<file path="config.mk">
export PLATFORM = sky130hd
export DESIGN_NAME = dma_spi_tx_flat
export DESIGN_NICKNAME = d
export VERILOG_FILES = /design/src/rtl/dma_spi_pkg.sv /design/src/rtl/dma_spi_tx_if.sv /design/src/rtl/spi_half_tick.sv /design/src/rtl/dma_spi_tx.sv /design/src/flat_wrapper.sv
export SDC_FILE = /design/constraint.sdc
export NUM_CORES = 1
export LEC_CHECK = 0
export CAP_MARGIN = 25
export CORE_ASPECT_RATIO = 0.6
export CORE_MARGIN = 2
export CORE_UTILIZATION = 35
export DETAILED_ROUTE_END_ITERATION = 12
export SYNTH_ARGS = -nofsm -noshare
export SYNTH_HDL_FRONTEND = slang
export SYNTH_HIERARCHICAL = 1
export SYNTH_SLANG_ARGS = --single-unit
export TNS_END_PERCENT = 50
</file>
<file path="constraint.sdc">
create_clock -name clk -period 3.2 [get_ports clk]
set_input_delay 0.64 -clock clk [delete_from_list [all_inputs] [get_ports clk]]
set_output_delay 0.64 -clock clk [all_outputs]
set_load 0.005 [all_outputs]
</file>
<file path="src/rtl/dma_spi_pkg.sv">
// Shared frame layout and FSM encoding for the DMA SPI link (transmitter and receiver).
package dma_spi_pkg;

  localparam int FRAME_BITS = 408;

  // Field order is MSB first on the wire; the receiver relies on this exact layout.
  typedef struct packed {
    logic [63:0] time_val;
    logic [47:0] freq;
    logic [47:0] freq_step;
    logic [31:0] freq_rate;
    logic [63:0] time_start;
    logic [15:0] n_impulse;
    logic [7:0]  type_impulse;
    logic [31:0] interval_ti;
    logic [31:0] interval_tp;
    logic [31:0] tblank1;
    logic [31:0] tblank2;
  } dma_frame_t;

  typedef enum logic [2:0] {
    ST_IDLE  = 3'd0,
    ST_SETUP = 3'd1,
    ST_SHIFT = 3'd2,
    ST_HOLD  = 3'd3,
    ST_GAP   = 3'd4
  } tx_state_t;

endpackage

</file>
<file path="src/rtl/dma_spi_tx_if.sv">
// Request, parameter fields and SPI pins of the DMA SPI transmitter.
interface dma_spi_tx_if;
  logic        START;
  logic [63:0] TIME;
  logic [47:0] FREQ;
  logic [47:0] FREQ_STEP;
  logic [31:0] FREQ_RATE;
  logic [63:0] TIME_START;
  logic [15:0] N_impulse;
  logic [7:0]  TYPE_impulse;
  logic [31:0] Interval_Ti;
  logic [31:0] Interval_Tp;
  logic [31:0] Tblank1;
  logic [31:0] Tblank2;
  logic        CS;
  logic        SCLK;
  logic        MOSI;
  logic        BUSY;
  logic        DONE;

  modport master (
    output START, TIME, FREQ, FREQ_STEP, FREQ_RATE, TIME_START, N_impulse,
           TYPE_impulse, Interval_Ti, Interval_Tp, Tblank1, Tblank2,
    input  CS, SCLK, MOSI, BUSY, DONE
  );

  modport slave (
    input  START, TIME, FREQ, FREQ_STEP, FREQ_RATE, TIME_START, N_impulse,
           TYPE_impulse, Interval_Ti, Interval_Tp, Tblank1, Tblank2,
    output CS, SCLK, MOSI, BUSY, DONE
  );
endinterface

</file>
<file path="src/rtl/spi_half_tick.sv">
// SCLK half-period divider: one-cycle tick every HALF_DIV enabled clocks.
module spi_half_tick #(
  parameter int HALF_DIV = 2
) (
  input  logic clk,
  input  logic rst,
  input  logic clr,
  input  logic clk_en,
  output logic tick
);
  localparam int CW = $clog2(HALF_DIV + 1);
  localparam logic [CW-1:0] LAST = CW'(HALF_DIV - 1);

  logic [CW-1:0] cnt_r;

  assign tick = clk_en && (cnt_r == LAST);

  // Half-period counter, held at zero while the transmitter is idle.
  always_ff @(posedge clk) begin
    if (rst || clr) begin
      cnt_r <= {CW{1'b0}};
    end else if (clk_en) begin
      if (cnt_r == LAST) begin
        cnt_r <= {CW{1'b0}};
      end else begin
        cnt_r <= cnt_r + {{(CW-1){1'b0}}, 1'b1};
      end
    end
  end
endmodule

</file>
<file path="src/rtl/dma_spi_tx.sv">
// SPI mode-0 master that sends the 408-bit DMA parameter frame MSB first.
module dma_spi_tx
  import dma_spi_pkg::*;
#(
  parameter int HALF_DIV = 2,
  parameter int GAP_CYC  = 4
) (
  input  logic         clk,
  input  logic         rst,
  input  logic         clk_en,
  dma_spi_tx_if.slave  bus
);
  localparam int GW = $clog2(GAP_CYC + 1);
  localparam logic [GW-1:0] GAP_LAST = GW'(GAP_CYC - 1);
  localparam logic [8:0]    LAST_BIT = 9'(FRAME_BITS);

  tx_state_t             state_r;
  logic [FRAME_BITS-1:0] shreg_r;
  logic [8:0]            bit_cnt_r;
  logic [GW-1:0]         gap_cnt_r;
  logic                  cs_r, sclk_r, mosi_r, busy_r, done_r;
  logic                  tick_s;
  dma_frame_t            snap_s;

  assign snap_s = '{time_val: bus.TIME, freq: bus.FREQ, freq_step: bus.FREQ_STEP,
                    freq_rate: bus.FREQ_RATE, time_start: bus.TIME_START,
                    n_impulse: bus.N_impulse, type_impulse: bus.TYPE_impulse,
                    interval_ti: bus.Interval_Ti, interval_tp: bus.Interval_Tp,
                    tblank1: bus.Tblank1, tblank2: bus.Tblank2};

  spi_half_tick #(.HALF_DIV(HALF_DIV)) u_half_tick (
    .clk    (clk),
    .rst    (rst),
    .clr    (state_r == ST_IDLE),
    .clk_en (clk_en),
    .tick   (tick_s)
  );

  // Frame FSM; bit_cnt_r counts SCLK rising edges, the frame ends on the fall after the last one.
  always_ff @(posedge clk) begin
    if (rst) begin
      state_r   <= ST_IDLE;
      shreg_r   <= {FRAME_BITS{1'b0}};
      bit_cnt_r <= 9'd0;
      gap_cnt_r <= {GW{1'b0}};
      cs_r      <= 1'b1;
      sclk_r    <= 1'b0;
      mosi_r    <= 1'b0;
      busy_r    <= 1'b0;
      done_r    <= 1'b0;
    end else if (clk_en) begin
      done_r <= 1'b0;
      case (state_r)
        ST_IDLE: begin
          if (bus.START) begin
            shreg_r   <= snap_s;
            cs_r      <= 1'b0;
            mosi_r    <= snap_s[FRAME_BITS-1];
            busy_r    <= 1'b1;
            bit_cnt_r <= 9'd0;
            state_r   <= ST_SETUP;
          end
        end
        ST_SETUP: begin
          if (tick_s) begin
            sclk_r    <= 1'b1;
            bit_cnt_r <= 9'd1;
            state_r   <= ST_SHIFT;
          end
        end
        ST_SHIFT: begin
          if (tick_s) begin
            if (!sclk_r) begin
              sclk_r    <= 1'b1;
              bit_cnt_r <= bit_cnt_r + 9'd1;
            end else if (bit_cnt_r == LAST_BIT) begin
              sclk_r  <= 1'b0;
              mosi_r  <= 1'b0;
              state_r <= ST_HOLD;
            end else begin
              sclk_r  <= 1'b0;
              shreg_r <= {shreg_r[FRAME_BITS-2:0], 1'b0};
              mosi_r  <= shreg_r[FRAME_BITS-2];
            end
          end
        end
        ST_HOLD: begin
          if (tick_s) begin
            cs_r      <= 1'b1;
            gap_cnt_r <= {GW{1'b0}};
            state_r   <= ST_GAP;
          end
        end
        ST_GAP: begin
          if (gap_cnt_r == GAP_LAST) begin
            done_r  <= 1'b1;
            busy_r  <= 1'b0;
            state_r <= ST_IDLE;
          end else begin
            gap_cnt_r <= gap_cnt_r + {{(GW-1){1'b0}}, 1'b1};
          end
        end
        default: begin
          state_r <= ST_IDLE;
          cs_r    <= 1'b1;
          sclk_r  <= 1'b0;
          mosi_r  <= 1'b0;
          busy_r  <= 1'b0;
        end
      endcase
    end else begin
      done_r <= 1'b0;
    end
  end

  assign bus.CS   = cs_r;
  assign bus.SCLK = sclk_r;
  assign bus.MOSI = mosi_r;
  assign bus.BUSY = busy_r;
  assign bus.DONE = done_r;
endmodule
</file>
<file path="src/flat_wrapper.sv">
// flat-port wrapper written by rule: the top's interface ports become plain ports
module dma_spi_tx_flat import dma_spi_pkg::*;
#(
  parameter int HALF_DIV = 2,
  parameter int GAP_CYC  = 4
)
  (clk, rst, clk_en, bus_START, bus_TIME, bus_FREQ, bus_FREQ_STEP, bus_FREQ_RATE, bus_TIME_START, bus_N_impulse, bus_TYPE_impulse, bus_Interval_Ti, bus_Interval_Tp, bus_Tblank1, bus_Tblank2, bus_CS, bus_SCLK, bus_MOSI, bus_BUSY, bus_DONE);
  dma_spi_tx_if bus_i ();
  input  logic clk;
  input  logic rst;
  input  logic clk_en;
  input wire logic [$bits(bus_i.START)-1:0] bus_START;
  input wire logic [$bits(bus_i.TIME)-1:0] bus_TIME;
  input wire logic [$bits(bus_i.FREQ)-1:0] bus_FREQ;
  input wire logic [$bits(bus_i.FREQ_STEP)-1:0] bus_FREQ_STEP;
  input wire logic [$bits(bus_i.FREQ_RATE)-1:0] bus_FREQ_RATE;
  input wire logic [$bits(bus_i.TIME_START)-1:0] bus_TIME_START;
  input wire logic [$bits(bus_i.N_impulse)-1:0] bus_N_impulse;
  input wire logic [$bits(bus_i.TYPE_impulse)-1:0] bus_TYPE_impulse;
  input wire logic [$bits(bus_i.Interval_Ti)-1:0] bus_Interval_Ti;
  input wire logic [$bits(bus_i.Interval_Tp)-1:0] bus_Interval_Tp;
  input wire logic [$bits(bus_i.Tblank1)-1:0] bus_Tblank1;
  input wire logic [$bits(bus_i.Tblank2)-1:0] bus_Tblank2;
  output wire logic [$bits(bus_i.CS)-1:0] bus_CS;
  output wire logic [$bits(bus_i.SCLK)-1:0] bus_SCLK;
  output wire logic [$bits(bus_i.MOSI)-1:0] bus_MOSI;
  output wire logic [$bits(bus_i.BUSY)-1:0] bus_BUSY;
  output wire logic [$bits(bus_i.DONE)-1:0] bus_DONE;
  assign bus_i.START = bus_START;
  assign bus_i.TIME = bus_TIME;
  assign bus_i.FREQ = bus_FREQ;
  assign bus_i.FREQ_STEP = bus_FREQ_STEP;
  assign bus_i.FREQ_RATE = bus_FREQ_RATE;
  assign bus_i.TIME_START = bus_TIME_START;
  assign bus_i.N_impulse = bus_N_impulse;
  assign bus_i.TYPE_impulse = bus_TYPE_impulse;
  assign bus_i.Interval_Ti = bus_Interval_Ti;
  assign bus_i.Interval_Tp = bus_Interval_Tp;
  assign bus_i.Tblank1 = bus_Tblank1;
  assign bus_i.Tblank2 = bus_Tblank2;
  assign bus_CS = bus_i.CS;
  assign bus_SCLK = bus_i.SCLK;
  assign bus_MOSI = bus_i.MOSI;
  assign bus_BUSY = bus_i.BUSY;
  assign bus_DONE = bus_i.DONE;
  dma_spi_tx #(.HALF_DIV(HALF_DIV), .GAP_CYC(GAP_CYC)) u_core (.clk(clk), .rst(rst), .clk_en(clk_en), .bus(bus_i));
endmodule
</file>
==> results of run 1 <==
## sequential cells by signal (all words and copies together), names as in the netlist
| signal | count |
|---|---|
| u_core/shreg_r | 407 |
| u_core/bit_cnt_r | 9 |
| u_core/gap_cnt_r | 3 |
| u_core/state_r | 3 |
| u_core/u_half_tick/cnt_r | 2 |
| u_core/bus.BUSY | 1 |
| u_core/bus.CS | 1 |
| u_core/bus.DONE | 1 |
| u_core/bus.MOSI | 1 |
| u_core/bus.SCLK | 1 |
## cell families after synthesis
group                    Yosys count
flip-flops                       429
adder cells (fa/ha/maj)            4
AND/OR/NAND/NOR                 1290
XOR/XNOR                           1
buffers and inverters            292
AO/OA/AOI/OAI                    451
multiplexers                       2
## metrics by stage
step	hold slack, ns	total power, mW	cells	setup slack [ns]
after floorplan	0.432	7.08	2469	1.05
after global placement	0.439	7.88	3374	0.164
after detailed placement	0.470	7.93	3374	0.193
after CTS	0.466	13.7	3454	0.694
after global routing	0.484	14.2	3454	0.443
final	0.478	13.6	3454	0.680
## layer usage
metal | vias to the layer above | track usage [%] | share of wire, %
li1 | 9454 | - | -
met1 | 9206 | 30.6 | 48
met2 | 587 | 31.2 | 44
met3 | 72 | 2.94 | 5.5
met4 | 0 | 4.10 | 1.7
met5 | - | 0 | 0
## worst paths after layout
check                                     end  slack (ns)  depth (start not counted)                        startpoint
min          u_core/shreg_r[135]$_SDFFE_PP0P_        0.48                          2  u_core/shreg_r[134]$_SDFFE_PP0P_
max reg2reg  u_core/shreg_r[385]$_SDFFE_PP0P_        0.68                          8  u_core/bit_cnt_r[0]$_SDFFE_PP0P_
max          u_core/shreg_r[385]$_SDFFE_PP0P_        0.68                          8  u_core/bit_cnt_r[0]$_SDFFE_PP0P_
min reg2reg  u_core/shreg_r[135]$_SDFFE_PP0P_        0.48                          2  u_core/shreg_r[134]$_SDFFE_PP0P_
## layout by cell type, fill, tap and decap left out, types with 7 or more instances in the layout
cell,Yosys,final
clkbuf_8,0,15
dfxtp_1,429,429
a21oi_1,15,15
buf_12,0,29
inv_1,7,7
buf_4,25,31
nor3_1,407,407
nand2_1,831,831
clkbuf_16,0,45
nor2_1,9,9
a311oi_1,406,406
bufinv_16,0,7
o21ai_0,7,7
clkdlybuf4s50_1,0,415
## where the power goes
part	total [mW]	internal (mW)	switching (mW)
clock network	5.73	3.49	2.24
logic	1.84	0.997	0.840
registers	6.00	5.77	0.230
total	13.6	10.3	3.31
## critical path, stage by stage, from the launching register on
cell	delay (ns)
dfxtp_1	0.43
inv_1	0.07
ha_1	0.21
and4bb_1	0.27
a2111oi_4	0.43
buf_4	0.25
buf_12	0.34
nor3_1	0.10
a311oi_1	0.28
## layout make-up
| cell class | instances | area (um^2) |
|---|---|---|
| well taps | 714 | 893 |
| clock buffers | 65 | 1350 |
| flip-flops and latches | 429 | 8590 |
| multi-input cells | 1748 | 9480 |
| inverters | 7 | 26.3 |
| repair buffers | 476 | 4980 |
| fillers | 5226 | 28800 |
| clock inverters | 15 | 262 |
==> impl_metrics.json, run 1 <==
{
  "cts_buffers": 44,
  "synth_compound_area_share_pct": 19.9,
  "clock_skew_ns": 0.0137,
  "async_flop_share_pct": 0,
  "place.gp.congestion": 0.827,
  "drcViolationCount": 0,
  "drt-total-wl_um": 62200,
  "period_needed_ns": 2.52,
  "synthMuxAreaShare_pct": 0.104,
  "numClockSinks": 429,
  "synth_edf_count": 0,
  "antenna_found_initial": 0,
  "synth.top_cell.area_share_pct": 44.4,
  "fin_crit_sh_pct": 78.7,
  "drt-wirelength-per-cell_um": 18.0,
  "yosysTopAreaCell": "dfxtp_1",
  "syn_avg_cell_area_um2": 7.83,
  "max-vdd-ir-drop_mv": 0.269,
  "cts_root_buffer": "clkbuf_16",
  "startpoint_type": "register",
  "synth-xor-area-share_pct": 0.0453,
  "drv_cap": 0,
  "dp_hpwl_um": 39200,
  "synth_top_family_by_area": "simple AND/OR/NAND/NOR gates",
  "hold_viol": 0,
  "first_pass_iters": 5,
  "hp-class": "register to register",
  "postCtsSetupBuffers": 0,
  "globalRouteTotalUtil_pct": 20.5,
  "worstSkewPairLatency_ns": 0.54,
  "via_per_inst": 5.59,
  "cts_tree": "done",
  "dpl-instance-area_mm2": 0.0240,
  "num_vias": 19300,
  "worst_slew_pin_slew_ns": 0.793,
  "synth.top_cells.by_area": "dfxtp_1 44%, a311oi_1 18%, nand2_1 16%",
  "start_util_pct": 35.5,
  "fp.dieH_um": 186,
  "design_area_mm2": 0.0256,
  "row_count": 66,
  "hold_buffers": 0,
  "netlist_top_cells_count": "831 x nand2_1, 429 x dfxtp_1, 407 x nor3_1, 406 x a311oi_1, 171 x clkbuf_1",
  "grt_max_degree": 146,
  "p_leak_nw": 9.08,
  "synth_cell_types": 52,
  "die_x_um": 307,
  "synth-simple-area-share_pct": 28.5,
  "diodes": 0,
  "yosysMostFrequentCell": "nand2_1",
  "powerDensity_mw_per_mm2": 530,
  "slew_headroom_pct": 47.2,
  "core-area_mm2": 0.0544,
  "io_buffers": 416,
  "synth_warnings": 6,
  "clock_path_buffers": 3,
  "synthFlopType": "dfxtp_1",
  "cts_resized": 0,
  "grt_overflow_total": 0,
  "seq_area_frac_synth_pct": 44.4,
  "io_pins": 417,
  "rsz0062_at_grt": "no",
  "syn_inst": 2469,
  "worstPathRequired_ns": 3.64,
  "synth_fa_ha_area_share_pct": 0.259,
  "die_area_mm2": 0.0572,
  "cts.reportedPaths.clkPinSlew_ns": 0.06,
  "dr.first_iter.drc_count": 1769,
  "crit_fanout": 86,
  "drt.antenna.violating_nets": 0,
  "syn_to_final_growth_pct": 32.3,
  "crit_arrival_ns": 2.96,
  "endpoint_kind": "register",
  "ys_seq_elements": 429,
  "status": "finished, final reports clean",
  "tns_ns": 0,
  "fmax_mhz": 397,
  "critical_path_class": "register to register",
  "finish.utilization_pct": 47.0,
  "h-tree-depth": 2,
  "grt_pass1_vias": 17700,
  "syn-num-nets": 2885,
  "grt_first_pass_wirelength_um": 97500,
  "layout.nets": 3122,
  "finalSetupViolCount": 0,
  "drive_gt1_share_pct": 5.44,
  "drv_slew": 0,
  "synth_area_mm2": 0.0193
}
Power figures use the tool's default switching activity.
==> run 2, diff against run 1 <==
==> constraint.sdc (replaced) <==
create_clock -name clk -period 2.3 [get_ports clk]
set_input_delay 0.46 -clock clk [delete_from_list [all_inputs] [get_ports clk]]
set_output_delay 0.46 -clock clk [all_outputs]
set_load 0.005 [all_outputs]
==> run 2 against run 1 <==
- total power up 37%
- sequential share of layout area shrank 1.1 points
- cell count up 1.8%
- critical path depth increased by 1
- sequential power grew 39%
- hold slack got worse by 0.23 ns
- cell area grew 3.5%
- first-iteration DRC count up 8.3%
- fmax up 17%
- combinational power rose by 47%
==> impl_metrics.json, run 2 (synthesis results as in run 1) <==
{
  "row_count": 66,
  "whs_ns": 0.246,
  "hp-class": "input pin to register",
  "num_vias": 19700,
  "p_leak_nw": 9.50,
  "largestRegisters": "u_core/shreg_r x407, u_core/bit_cnt_r x9",
  "p_sw_share_pct": 24.8,
  "p_sw_mw": 4.60,
  "cts_tree": "done",
  "largest_register_ffs": 407,
  "worstRegToRegCells": 9,
  "startpoint_type": "register",
  "finish.utilization_pct": 48.7,
  "layout_common_cells": "831 x nand2_1, 425 x dfxtp_1, 415 x clkdlybuf4s50_1",
  "p_comb_share_pct": 14.6,
  "clock_path_buffers": 3,
  "endpoint_kind": "register",
  "fp.dieH_um": 186,
  "antenna_found_initial": 1,
  "route.met2.wl_um": 27900,
  "via_per_inst": 5.59,
  "multi_input_area_mm2": 0.00949,
  "drcViolationCount": 0,
  "fmax_mhz": 464,
  "cts.reportedPaths.clkPinSlew_ns": 0.06,
  "rsz0062_at_grt": "no",
  "drt-met1-wl_um": 30700,
  "crit_arrival_ns": 2.60,
  "numClockSinks": 429,
  "period_needed_ns": 2.15,
  "layout.nets": 3187,
  "critical_path_class": "register to register",
  "power.internal_mw": 14.0,
  "powerDensity_mw_per_mm2": 702,
  "grt_pass1_vias": 18300,
  "final_common_cell": "nand2_1",
  "status": "finished, final reports clean",
  "fillers": 5133,
  "globalRouteTotalUtil_pct": 20.9,
  "hold_depth": 2,
  "pwr-share-seq_pct": 44.9,
  "regMostFlops": "u_core/shreg_r",
  "worst_slew_pin_slew_ns": 0.785,
  "die_x_um": 307,
  "fin_crit_sh_pct": 93.7,
  "syn_to_final_growth_pct": 37.0,
  "worstSkewPairLatency_ns": 0.55,
  "crit_fanout": 32,
  "cts_root_buffer": "clkbuf_16",
  "dp_hpwl_um": 42300,
  "tns_ns": 0,
  "hold_viol": 0,
  "die_area_mm2": 0.0572,
  "first_pass_iters": 5,
  "grt_overflow_total": 0,
  "max-vdd-ir-drop_mv": 0.412,
  "io_buffers": 416,
  "worstPathRequired_ns": 2.75,
  "drt-wirelength-per-cell_um": 18.1,
  "drt-total-wl_um": 63700,
  "finalSetupViolCount": 0,
  "dr_wl_met3_um": 3740,
  "grt_max_degree": 151,
  "drt.antenna.violating_nets": 0,
  "cts_buffers": 43,
  "dr.first_iter.drc_count": 1915,
  "slew_headroom_pct": 47.6,
  "drv_slew": 0,
  "drv_cap": 0,
  "grt_first_pass_wirelength_um": 98900,
  "core-area_mm2": 0.0544,
  "place.gp.congestion": 0.815,
  "h-tree-depth": 2,
  "io_pins": 417,
  "clock_power_share_pct": 40.6,
  "seq_area_mm2": 0.00859,
  "start_util_pct": 35.5,
  "clock_skew_ns": 0.0156,
  "highest_layer": "met4",
  "drive_gt1_share_pct": 7.78
}
## run 2: cell count changes in the layout (fill, tap and decap cells not counted), sizes merged
cell / previous run / this run
buf: 61 / 121
bufinv: 7 / 5
clkbuf: 65 / 66
diode: 0 / 1
inv: 8 / 9
clkinv: 7 / 6
clkinvlp: 0 / 2
## run 2: worst paths after layout
check / startpoint / to / slack, ns
worst max register to register: u_core/bit_cnt_r[0]$_SDFFE_PP0P_ / u_core/shreg_r[54]$_SDFFE_PP0P_ / 0.15
worst max-delay path: u_core/bit_cnt_r[0]$_SDFFE_PP0P_ / u_core/shreg_r[54]$_SDFFE_PP0P_ / 0.15
worst min-delay path: rst / u_core/shreg_r[82]$_SDFFE_PP0P_ / 0.25
worst min register to register: u_core/gap_cnt_r[2]$_SDFFE_PP0P_ / u_core/gap_cnt_r[2]$_SDFFE_PP0P_ / 0.47
## run 2: metrics by stage
stage	worst slack (ns)	total power [mW]	cells	area, um^2
6_report	0.145	18.6	3516	26500
5_1_grt	0.0250	19.4	3516	26500
4_1_cts	0.0186	18.8	3507	26300
3_5_place_dp	-0.385	11.2	3432	24800
3_3_place_gp	-0.330	11.1	3432	24800
2_1_floorplan	0.258	9.86	2469	19300
## run 2: timing repair
action,in CTS,in global routing
setup buffers,0,2
hold buffers,0,0
gates resized for setup,0,11
setup endpoints to repair,0,264
## run 2: critical path, cell delays in order, from the launching register on
cell       delay, ns
dfxtp_2         0.32
inv_1           0.04
ha_2            0.17
and4bb_4        0.23
a2111oi_4       0.39
buf_6           0.21
buf_12          0.16
buf_12          0.19
nor3_1          0.07
a311oi_1        0.26
## run 2: area by class of cell
type	count	area share (%)
diodes	1	0.00945
clock buffers	60	4.84
clock inverters	15	0.855
inverters	7	0.0992
multi-input cells	1748	35.8
flip-flops and latches	429	32.4
well taps	714	3.37
repair buffers	542	22.6
## run 2: routing by layer
metal  track usage [%]  vias up
li1                  -     9589
met1              31.1     9364
met2              31.4      614
met3              3.21       99
met4              4.94        0
met5                 0        -
## run 2: power by group through the flow
stage               sequential (mW)  clock (mW)  combinational (mW)
floorplan                      8.41           0                1.45
global placement               8.47           0                2.64
detailed placement             8.48           0                2.70
CTS                            8.33        7.74                2.71
global route                   8.40        8.04                2.96
finish                         8.34        7.54                2.71
